## src/rtl/sevenseg_scan_n.sv

```systemverilog
// Multiplexed N-digit seven-segment scanner with shadowed digit codes,
// leading-zero suppression, per-digit blink and a one-cycle anode ghost guard.
module sevenseg_scan_n #(
    parameter int NDIG        = 8,
    parameter int DIV         = 100000,
    parameter int BLINK_SCANS = 64
) (
    input  logic                clk,
    input  logic                rst_n,
    input  logic [7*NDIG-1:0]   d,
    input  logic                load,
    input  logic [NDIG-1:0]     blink_en,
    input  logic                lz_en,
    output logic [NDIG-1:0]     an_n,
    output logic [6:0]          segs_n,
    output logic                dp_n,
    output logic                scan_done
);

    localparam int IW = $clog2(NDIG);
    localparam int PW = $clog2(DIV);
    localparam int BW = (BLINK_SCANS > 1) ? $clog2(BLINK_SCANS) : 1;

    logic [PW-1:0]   pre_reg;
    logic [IW-1:0]   idx_reg;
    logic [BW-1:0]   bcnt_reg;
    logic            phase_reg;
    logic [6:0]      code_reg [NDIG];
    logic [NDIG-1:0] blink_reg;
    logic            lz_reg;

    logic            tick;
    logic            wrap;
    logic [6:0]      cur_code;
    logic [NDIG-1:0] lz_mask;
    logic            run_zero;
    logic            blank;
    logic [NDIG-1:0] an_next;
    logic [6:0]      segs_next;
    logic            dp_next;

    function automatic logic [6:0] hex7(input logic [3:0] v);
        case (v)
            4'h0: hex7 = 7'b1000000;
            4'h1: hex7 = 7'b1111001;
            4'h2: hex7 = 7'b0100100;
            4'h3: hex7 = 7'b0110000;
            4'h4: hex7 = 7'b0011001;
            4'h5: hex7 = 7'b0010010;
            4'h6: hex7 = 7'b0000010;
            4'h7: hex7 = 7'b1111000;
            4'h8: hex7 = 7'b0000000;
            4'h9: hex7 = 7'b0010000;
            4'hA: hex7 = 7'b0001000;
            4'hB: hex7 = 7'b0000011;
            4'hC: hex7 = 7'b1000110;
            4'hD: hex7 = 7'b0100001;
            4'hE: hex7 = 7'b0000110;
            default: hex7 = 7'b0001110;
        endcase
    endfunction

    assign tick = (pre_reg == PW'(DIV - 1));
    assign wrap = tick && (idx_reg == IW'(NDIG - 1));

    // Timebase: prescaler, digit index and blink phase.
    always_ff @(posedge clk or negedge rst_n) begin
        if (!rst_n) begin
            pre_reg   <= '0;
            idx_reg   <= '0;
            bcnt_reg  <= '0;
            phase_reg <= 1'b0;
        end else begin
            pre_reg <= tick ? '0 : pre_reg + 1'b1;
            if (wrap) begin
                idx_reg <= '0;
                if (bcnt_reg == BW'(BLINK_SCANS - 1)) begin
                    bcnt_reg  <= '0;
                    phase_reg <= ~phase_reg;
                end else begin
                    bcnt_reg <= bcnt_reg + 1'b1;
                end
            end else if (tick) begin
                idx_reg <= idx_reg + 1'b1;
            end
        end
    end

    generate
        for (genvar gi = 0; gi < NDIG; gi++) begin : g_shadow
            always_ff @(posedge clk or negedge rst_n) begin
                if (!rst_n) begin
                    code_reg[gi] <= 7'h40;
                end else if (load) begin
                    code_reg[gi] <= d[7*gi +: 7];
                end
            end
        end
    endgenerate

    always_ff @(posedge clk or negedge rst_n) begin
        if (!rst_n) begin
            blink_reg <= '0;
            lz_reg    <= 1'b0;
        end else if (load) begin
            blink_reg <= blink_en;
            lz_reg    <= lz_en;
        end
    end

    // A digit is a leading zero when it and every digit above it are 0x00.
    always_comb begin
        lz_mask  = '0;
        run_zero = lz_reg;
        for (int i = NDIG - 1; i >= 0; i--) begin
            run_zero   = run_zero & (code_reg[i] == 7'h00);
            lz_mask[i] = run_zero;
        end
        lz_mask[0] = 1'b0;
    end

    always_comb begin
        cur_code  = code_reg[idx_reg];
        blank     = cur_code[6] | lz_mask[idx_reg] | (phase_reg & blink_reg[idx_reg]);
        segs_next = hex7(cur_code[3:0]);
        if (blank) begin
            segs_next = 7'h7F;
        end else if (cur_code[4]) begin
            segs_next = 7'b0111111;
        end
        dp_next = blank | ~cur_code[5];
        an_next = '1;
        // Prescaler at zero marks the first cycle of a slot: keep all anodes off.
        if (pre_reg != '0) begin
            an_next[idx_reg] = 1'b0;
        end
    end

    always_ff @(posedge clk or negedge rst_n) begin
        if (!rst_n) begin
            an_n      <= '1;
            segs_n    <= 7'h7F;
            dp_n      <= 1'b1;
            scan_done <= 1'b0;
        end else begin
            an_n      <= an_next;
            segs_n    <= segs_next;
            dp_n      <= dp_next;
            scan_done <= wrap;
        end
    end

endmodule

```

## config.mk

```make
export PLATFORM = sky130hd
export DESIGN_NAME = sevenseg_scan_n
export DESIGN_NICKNAME = d
export VERILOG_FILES = /design/src/rtl/sevenseg_scan_n.sv
export SDC_FILE = /design/constraint.sdc
export NUM_CORES = 1
export LEC_CHECK = 0
export ABC_CLOCK_PERIOD_IN_PS = 3200
export BUFFER_PORTS_ARGS = -buffer_cell sky130_fd_sc_hd__buf_2
export CELL_PAD_IN_SITES_DETAIL_PLACEMENT = 1
export CELL_PAD_IN_SITES_GLOBAL_PLACEMENT = 1
export CORE_MARGIN = 1.5
export CORE_UTILIZATION = 45
export DETAILED_ROUTE_END_ITERATION = 10
export PLACE_DENSITY_LB_ADDON = 0.25
export SYNTH_ARGS = -nofsm -noshare
export SYNTH_HDL_FRONTEND = slang
export SYNTH_SLANG_ARGS = --single-unit
```

## constraint.sdc

```tcl
create_clock -name clk -period 3.2 [get_ports clk]
set_input_delay 0.32 -clock clk [delete_from_list [all_inputs] [get_ports clk]]
set_output_delay 0.32 -clock clk [all_outputs]
set_load 0.02 [all_outputs]
```

==> qor.txt, run 1 <==
core outline area = 11,400 µm²
Detailed Routing Iterations Pass 1 = 4
flip-flop count of the largest register after layout = 56
detail-routed via count per cell = 5.66
register bit total from synthesis = 109
number of hold-slack violations in the final timing report = 0
number of global-route vias before repair = 4,261
ys flop type = sky130_fd_sc_hd__dfrtp_1
sequential cell fraction of total power = 0.532
Area Overhead vs Synth = 17.0%
clock latency on the worst-skew pair = 0.37 ns
MaxCap Viol Count = 0
average wire per standard cell = 19.4 µm
fraction of registers with async set or reset after synthesis = 1.00
setup TNS = 0 ns
Worst Path Max Fanout = 11
initial antenna violation count = 0
maximum number of pins on one net before global-route repair = 88
global-route wire length before repair = 22.0 mm
fraction of power spent switching nets = 0.263
library cell occupying the most area in the post-synthesis netlist = sky130_fd_sc_hd__dfrtp_1
Post-CTS Repair Setup Buffers = 0
mean post-synth cell area = 12.1 µm²
fillers = 1,242
Post-Synthesis Net Count = 514
area occupied by multi-input gates = 2370 µm²
pwr dens = 479 nW/µm²
class of the most critical hold timing path = input pin to asynchronous set/reset pin
total routed wirelength = 13.0 mm
Mapped Cells = 435
post-layout min period = 2.73 ns
relative slew slack = 0.297
Die Span Y = 111 µm
Row Count = 39
root cell of the clock tree = sky130_fd_sc_hd__clkbuf_16
launch point of the worst reg-to-reg path = idx_reg[0]
RSZ-0062 raised after global routing = no
CTS sink count = 109
kind of start point of the critical path = flip-flop
Cell Area, Synth = 5270 µm²
Post-synth EDFFs = 0
signal arrival time at the worst endpoint = 2.97 ns
top cell type's share of synthesized area = 0.403
power consumption = 2.96 mW
kind of end point of the critical path = flip-flop
total clock buffers created by CTS = 9
commonest cells after routing, fill and taps aside = sky130_fd_sc_hd__dfrtp_1 (85), sky130_fd_sc_hd__buf_2 (83), sky130_fd_sc_hd__mux2_1 (54), sky130_fd_sc_hd__nand2_1 (35), sky130_fd_sc_hd__dfstp_2 (24)
count of antenna-violating nets left after detailed routing = 0
worst-path cell chain = mux4_2 -> mux2i_1 -> inv_1 -> ha_1 -> mux2_1 -> o211ai_1 -> o311ai_1
maximum vdd ir drop = 0.533 mV
proportion of layout cells with a drive suffix above 1 = 0.311
Logic pwr share = 0.105
path type of the worst setup path = flip-flop to flip-flop
category of cells accounting for the largest share of critical-path delay = multiplexers
die span in x = 111 µm
Die Outline Area = 12,400 µm²
Unique masters post-synth = 56
sequential cell area = 2760 µm²
outcome = finished clean
cts hold-fix bufs = 0
Clock Pin Slew Worst Setup and Hold Paths = 0.08 ns
routability congestion estimate = 0.835
cell count of the worst reg-to-reg path = 7
terminus of the critical flop-to-flop path = segs_n[6]
Max Fclk = 366 MHz
buffer levels on the longest clock path = 2
fraction of the cycle the final worst path needs = 0.854
# H-tree levels = 3
Final Max Slew Viols = 0
worst-path cell with the longest stage delay = sky130_fd_sc_hd__dfrtp_1
net switching power = 0.778 mW
Setup violations, final = 0
DRC Markers = 0
delay of the slowest cell on the worst path = 0.65 ns
Internal Pwr Total = 2.18 mW
synth top area cells = sky130_fd_sc_hd__dfrtp_1 (40%), sky130_fd_sc_hd__dfstp_2 (12%), sky130_fd_sc_hd__mux2_1 (12%)
Initial Util = 0.462
number of nets at the end of the flow = 602
warning count from the yosys run = 0
worst-margin pin slew = 1.05 ns
most common cell after layout, fill and taps aside = sky130_fd_sc_hd__dfrtp_1
overflow left after global routing = 0
reg-to-reg slack, setup = 0.47 ns
placed wire-length estimate = 10.1 mm
Clock power frac = 0.363
antenna cells = 0
violation count after the first detailed-routing iteration = 141
sequential fraction of the synthesis area = 0.523
TritonCTS clock tree = yes
cell depth of the worst setup path = 7
Final Skew = 0.0155 ns
worst path bufs/invs = 1
global-route usage over all layers = 0.227
static leakage = 2.59 nW
number of I/O pins = 85
post-CTS sizing = 0
via count = 3,798
Critical Path RT = 3.44 ns
number of input and output port buffers inserted = 84
==> logic make-up (layout without fill, tap and decap cells) <==
logic type / after synthesis / in the layout / synth area share
fa+ha+maj: 11 / 11 / 0.0261
xor+xnor: 15 / 15 / 0.0249
buf+inv: 33 / 126 / 0.0266
mux: 92 / 92 / 0.209
flops: 109 / 109 / 0.523
simple gates: 124 / 124 / 0.121
compound gates: 51 / 51 / 0.0691
==> power by group through the flow <==
stage | registers [mW] | clock network (mW) | logic (mW)
finish | 1.57 | 1.07 | 0.311
global route | 1.58 | 1.15 | 0.344
detailed placement | 1.60 | 0 | 0.314
floorplan | 1.57 | 0 | 0.174
CTS | 1.57 | 1.10 | 0.316
global placement | 1.59 | 0 | 0.299
==> synth_stat cells (8+ instances only) <==
cell type and instances:
sky130_fd_sc_hd__a21oi_1 8, sky130_fd_sc_hd__clkbuf_1 11, sky130_fd_sc_hd__dfrtp_1 85, sky130_fd_sc_hd__dfstp_2 24
sky130_fd_sc_hd__ha_1 11, sky130_fd_sc_hd__inv_1 14, sky130_fd_sc_hd__mux2_1 54, sky130_fd_sc_hd__mux2_2 18
sky130_fd_sc_hd__mux2i_1 12, sky130_fd_sc_hd__nand2_1 35, sky130_fd_sc_hd__nand3_1 13, sky130_fd_sc_hd__nor2_1 18
sky130_fd_sc_hd__nor3_1 13, sky130_fd_sc_hd__nor4_1 11, sky130_fd_sc_hd__xnor2_1 11
==> how the worst max path moves through the flow <==
stage,from,endpoint,slack [ns]
6_report,idx_reg[0],segs_n[6],0.47
5_1_grt,idx_reg[0],segs_n[6],0.27
4_1_cts,idx_reg[0],segs_n[6],0.50
3_5_place_dp,idx_reg[0],segs_n[6],0.53
3_3_place_gp,idx_reg[0],segs_n[6],0.66
2_1_floorplan,idx_reg[2],segs_n[2],0.51
==> stage by stage <==
stage	hold slack, ns	instance area (µm²)	std cells	utilization	worst slack (ns)
3_3_place_gp	0.471	5890	655	0.515	0.662
6_report	0.147	6170	671	0.540	0.468
2_1_floorplan	0.0244	5270	435	-	0.515
3_5_place_dp	0.474	5890	655	0.515	0.526
5_1_grt	0.169	6170	671	0.540	0.272
4_1_cts	0.162	6170	671	0.540	0.495
==> final cells by class <==
class,instances,share of cell area
tap,143,0.0290
timing repair buffer,95,0.0840
inverter,15,0.00913
clock inverter,7,0.00913
multi-input combinational,293,0.385
clock buffer,9,0.0365
sequential,109,0.447
==> layer usage <==
layer  up-vias  share of wire  GRT usage
met2        76           0.52      0.398
met5         -              0          0
met3        18          0.037     0.0508
li1       1769              -          -
met4         0          0.021     0.0861
met1      1935           0.43      0.273
Power figures use the tool's default switching activity.
==> inputs of run 2 (changes only) <==
- CORE_UTILIZATION: 45 -> 40
==> run 2 against run 1 <==
Worst hold slack got worse by 0.15 ns. Worst setup slack worse by 0.021 ns. Sequential power about the same. Global-route usage is 2.3 points lower. Wire length grew 0.66%. Cell count up 4.0%. Clock power grew 4%. Clock skew shrank 0.0094 ns. Fmax is 0.78% lower. Final area grew 0.53%. Largest power group unchanged.
==> qor.txt, run 2 (synthesis results as in run 1) <==
number of hold-slack violations in the final timing report = 0
standard cell area after detailed placement = 5910 µm²
worst path bufs/invs = 2
Die Outline Area = 13,900 µm²
cell occurring most often along the worst timing path = sky130_fd_sc_hd__inv_1
kind of end point of the critical path = flip-flop
category of cells accounting for the largest share of critical-path delay = flip-flops
Max Fclk = 363 MHz
TritonCTS clock tree = yes
global-route wire length before repair = 22.2 mm
clock latency on the worst-skew pair = 0.35 ns
# H-tree levels = 3
antenna cells = 0
Post-CTS Repair Setup Buffers = 0
fraction of power spent switching nets = 0.248
Initial Util = 0.414
overflow left after global routing = 0
fraction of met3 tracks used by global routing = 0.0562
maximum number of pins on one net before global-route repair = 59
core outline area = 12,700 µm²
count of antenna-violating nets left after detailed routing = 0
placed wire-length estimate = 9.90 mm
RSZ-0062 raised after global routing = no
fillers = 1,387
worst-path cell chain = inv_1 -> mux2i_1 -> inv_1 -> ha_1 -> mux2_1 -> o211ai_1 -> o311ai_1
setup TNS = 0 ns
violation count after the first detailed-routing iteration = 111
delay of the slowest cell on the worst path = 0.79 ns
Non-Filler Cell Area, Final = 6200 µm²
cts hold-fix bufs = 0
total clock buffers created by CTS = 9
number of input and output port buffers inserted = 84
Clock Pin Slew Worst Setup and Hold Paths = 0.07 ns
Row Count = 41
Setup violations, final = 0
buffer levels on the longest clock path = 2
path type of the worst setup path = flip-flop to flip-flop
number of nets at the end of the flow = 600
number of global-route vias before repair = 4,193
DRC Markers = 0
worst-path cell with the longest stage delay = sky130_fd_sc_hd__dfrtp_1
outcome = finished clean
Critical Path RT = 3.44 ns
Logic pwr share = 0.105
MaxCap Viol Count = 0
Area Overhead vs Synth = 17.6%
final critical-path setup slack = 0.447 ns
CTS sink count = 109
maximum vdd ir drop = 0.301 mV
static leakage = 2.59 nW
Final Skew = 0.00618 ns
routability congestion estimate = 0.874
fraction of met2 tracks used by global routing = 0.344
GR met1 Demand/Resource = 0.258
detail-routed via count per cell = 5.39
commonest cells after routing, fill and taps aside = sky130_fd_sc_hd__dfrtp_1 (85), sky130_fd_sc_hd__buf_2 (83), sky130_fd_sc_hd__mux2_1 (54), sky130_fd_sc_hd__nand2_1 (35), sky130_fd_sc_hd__dfstp_2 (24)
root cell of the clock tree = sky130_fd_sc_hd__clkbuf_16
initial antenna violation count = 0
worst-margin pin slew = 0.702 ns
global-route usage over all layers = 0.204
total routed wirelength = 13.1 mm
Internal Pwr Total = 2.25 mW
number of I/O pins = 85
flip-flop count of the largest register after layout = 56
net switching power = 0.740 mW
worst slack at placement = 0.498 ns
proportion of layout cells with a drive suffix above 1 = 0.306
die span in x = 118 µm
Detailed Routing Iterations Pass 1 = 4
relative slew slack = 0.530
post-CTS sizing = 0
Die Span Y = 118 µm
pwr dens = 482 nW/µm²
Core Util, Final = 0.487
most common cell after layout, fill and taps aside = sky130_fd_sc_hd__dfrtp_1
via count = 3,761
most utilized layer in the global route result = met2
signal arrival time at the worst endpoint = 2.99 ns
kind of start point of the critical path = flip-flop
average wire per standard cell = 18.7 µm
Clock power frac = 0.371
reg-to-reg slack, setup = 0.45 ns
Final Max Slew Viols = 0
class of the most critical hold timing path = input pin to asynchronous set/reset pin
Worst Path Max Fanout = 21
sequential cell fraction of total power = 0.524
fraction of the cycle the final worst path needs = 0.860
post-layout min period = 2.75 ns
==> run 2: power by group through the flow <==
stage | combinational (mW) | sequential (mW) | clock [mW]
2_1_floorplan | 0.174 | 1.57 | 0
3_3_place_gp | 0.306 | 1.59 | 0
3_5_place_dp | 0.317 | 1.59 | 0
4_1_cts | 0.319 | 1.57 | 1.15
5_1_grt | 0.348 | 1.58 | 1.19
6_report | 0.313 | 1.57 | 1.11
==> run 2: cell type report <==
class,instances,area [µm²],area share
multi-input cells,293,2370,0.383
clock inverters,6,63.8,0.0103
well taps,172,215,0.0347
clock buffers,10,229,0.0369
flip-flops and latches,109,2760,0.445
inverters,15,56.3,0.00908
repair buffers,93,503,0.0811
==> run 2: worst register-to-register path, cell delays in order (launching register included) <==
cell                       delay, ns
sky130_fd_sc_hd__dfrtp_1        0.79
sky130_fd_sc_hd__inv_1          0.41
sky130_fd_sc_hd__mux2i_1        0.47
sky130_fd_sc_hd__inv_1          0.17
sky130_fd_sc_hd__ha_1           0.28
sky130_fd_sc_hd__mux2_1         0.30
sky130_fd_sc_hd__o211ai_1       0.09
sky130_fd_sc_hd__o311ai_1       0.13
==> run 2: path summary, 6_finish.rpt <==
path                       cells after the start      endpoint        from
max                                            7     segs_n[6]  idx_reg[2]
min                                            1  code_reg[22]       rst_n
max reg2reg                                    7     segs_n[6]  idx_reg[2]
min reg2reg                                    1     phase_reg   phase_reg
max in group asynchronous                      2       an_n[0]       rst_n
min in group clk                               2   code_reg[3]       d[52]
==> run 2: per-stage QoR <==
| step | hold WS, ns | total power, mW | cells |
|---|---|---|---|
| after detailed placement | 0.403 | 1.91 | 682 |
| final | 0.00217 | 2.99 | 698 |
| after global routing | 0.0393 | 3.12 | 698 |
| after floorplan | 0.0244 | 1.74 | 435 |
| after global placement | 0.397 | 1.90 | 682 |
| after CTS | 0.0199 | 3.04 | 698 |
==> run 2: metal layers <==
metal  vias to the layer above  wire [µm]
met3                        16        523
met2                        69       6510
met4                         0        212
met1                      1917       5840
met5                         -          0
li1                       1759          -
==> inputs of run 3 (changes only) <==
==> constraint.sdc (replaced) <==
create_clock -name clk -period 3.2 [get_ports clk]
set_input_delay 0.16 -clock clk [delete_from_list [all_inputs] [get_ports clk]]
set_output_delay 0.16 -clock clk [all_outputs]
set_load 0.02 [all_outputs]
==> run 3 against run 2 <==
Worst hold slack better by 0.0058 ns. Die area stayed put. Clock power hardly changed. Global-route usage is 0.28 points higher. Critical path type unchanged.
==> qor.txt, run 3 (synthesis results as in run 1) <==
number of global-route vias before repair = 4,196
number of hold-slack violations in the final timing report = 0
MaxCap Viol Count = 0
category of cells accounting for the largest share of critical-path delay = multiplexers
worst-path cell chain = inv_1 -> mux2i_1 -> inv_1 -> ha_1 -> mux2_1 -> o211ai_1 -> o311ai_1
most common cell after layout, fill and taps aside = sky130_fd_sc_hd__dfrtp_1
Post-CTS Repair Setup Buffers = 0
launch point of the worst reg-to-reg path = idx_reg[2]
total routed wirelength = 13.3 mm
cell count of the worst reg-to-reg path = 7
die span in x = 118 µm
Detailed Routing Iterations Pass 1 = 4
Initial Util = 0.414
proportion of layout cells with a drive suffix above 1 = 0.306
terminus of the critical flop-to-flop path = segs_n[6]
clock latency on the worst-skew pair = 0.37 ns
RSZ-0062 raised after global routing = no
signal arrival time at the worst endpoint = 3.08 ns
Final Max Slew Viols = 0
Row Count = 41
average wire per standard cell = 18.8 µm
path type of the worst setup path = flip-flop to flip-flop
buffer levels on the longest clock path = 2
worst hold margin = 0.00801 ns
worst path bufs/invs = 2
root cell of the clock tree = sky130_fd_sc_hd__clkbuf_16
kind of end point of the critical path = flip-flop
CTS sink count = 109
detail-routed via count per cell = 5.39
number of I/O pins = 85
Area Overhead vs Synth = 18.7%
power consumption = 3.00 mW
core outline area = 12,700 µm²
Max Fclk = 354 MHz
Critical Path RT = 3.45 ns
flip-flop count of the largest register after layout = 56
worst-path cell with the longest stage delay = sky130_fd_sc_hd__dfrtp_1
Die Outline Area = 13,900 µm²
fraction of the cycle the final worst path needs = 0.882
commonest cells after routing, fill and taps aside = sky130_fd_sc_hd__dfrtp_1 (85), sky130_fd_sc_hd__buf_2 (83), sky130_fd_sc_hd__mux2_1 (54), sky130_fd_sc_hd__nand2_1 (35), sky130_fd_sc_hd__dfstp_2 (24)
relative slew slack = 0.453
post-layout min period = 2.82 ns
Worst Hold Depth = 2
placed wire-length estimate = 9.88 mm
via count = 3,796
TritonCTS clock tree = yes
DRC Markers = 0
class of the most critical hold timing path = input pin to flip-flop
Core Util, Final = 0.492
Hold EP = blink_reg[3]
global-route wire length before repair = 22.4 mm
Worst Path Max Fanout = 21
total clock buffers created by CTS = 9
crit path launch = idx_reg[2]
Setup violations, final = 0
Clock Pin Slew Worst Setup and Hold Paths = 0.08 ns
worst hold path startpoint = blink_en[3]
Final Skew = 0.00848 ns
maximum vdd ir drop = 0.237 mV
maximum number of pins on one net before global-route repair = 66
global-route usage over all layers = 0.207
number of input and output port buffers inserted = 84
number of nets at the end of the flow = 606
count of antenna-violating nets left after detailed routing = 0
# H-tree levels = 3
antenna cells = 0
setup TNS = 0 ns
outcome = finished clean
reg-to-reg slack, setup = 0.38 ns
routability congestion estimate = 0.913
delay of the slowest cell on the worst path = 0.79 ns
overflow left after global routing = 0
Die Span Y = 118 µm
kind of start point of the critical path = flip-flop
initial antenna violation count = 0
worst-margin pin slew = 0.821 ns
static leakage = 2.61 nW
pwr dens = 479 nW/µm²
violation count after the first detailed-routing iteration = 234
cell occurring most often along the worst timing path = sky130_fd_sc_hd__inv_1
run 3: worst reg2reg max path, cell delays in order, from the launching register on:
cell and delay [ns]:
sky130_fd_sc_hd__dfrtp_1 0.79, sky130_fd_sc_hd__inv_1 0.43, sky130_fd_sc_hd__mux2i_1 0.50, sky130_fd_sc_hd__inv_1 0.19, sky130_fd_sc_hd__ha_1 0.28, sky130_fd_sc_hd__mux2_1 0.31
sky130_fd_sc_hd__o211ai_1 0.10, sky130_fd_sc_hd__o311ai_1 0.13
run 3: cell type report:
type / instances / area (µm²)
Fill cell: 1423 / 6460
Clock inverter: 6 / 53.8
Multi-Input combinational cell: 293 / 2370
Inverter: 15 / 56.3
Sequential cell: 109 / 2760
Timing Repair Buffer: 99 / 561
Tap cell: 172 / 215
Clock buffer: 10 / 239
run 3: worst max path at each step:
stage                     cells after the start   endpoint  slack, ns
after floorplan                               9  segs_n[2]       0.51
after global placement                        6  segs_n[5]       0.59
after detailed placement                      7  segs_n[6]       0.45
after CTS                                     7  segs_n[6]       0.40
after global routing                          7  segs_n[6]       0.22
final                                         7  segs_n[6]       0.38
run 3: layer usage:
layer	routed length (µm)	GRT usage	vias to the layer above
li1	-	-	1776
met1	5880	0.270	1934
met2	6640	0.341	68
met3	491	0.0562	18
met4	250	0.0587	0
met5	0	0	-
run 3: power breakdown:
group / leakage, nW / total, mW / switching, mW / internal, mW
registers: 1.30 / 1.57 / 0.0861 / 1.49
logic: 1.17 / 0.319 / 0.164 / 0.156
clock network: 0.142 / 1.10 / 0.539 / 0.563
run 3: through the flow:
step                area [µm²]  instances  setup WS, ns
floorplan                 5270        435         0.515
global placement          5910        683         0.590
detailed placement        5910        683         0.450
CTS                       6260        704         0.402
global route              6260        704         0.215
finish                    6260        704         0.377
run 3: timing repair:
item                      CTS  global route
hold buffers                5             0
hold endpoints to repair   51             0
resized for setup           0             0
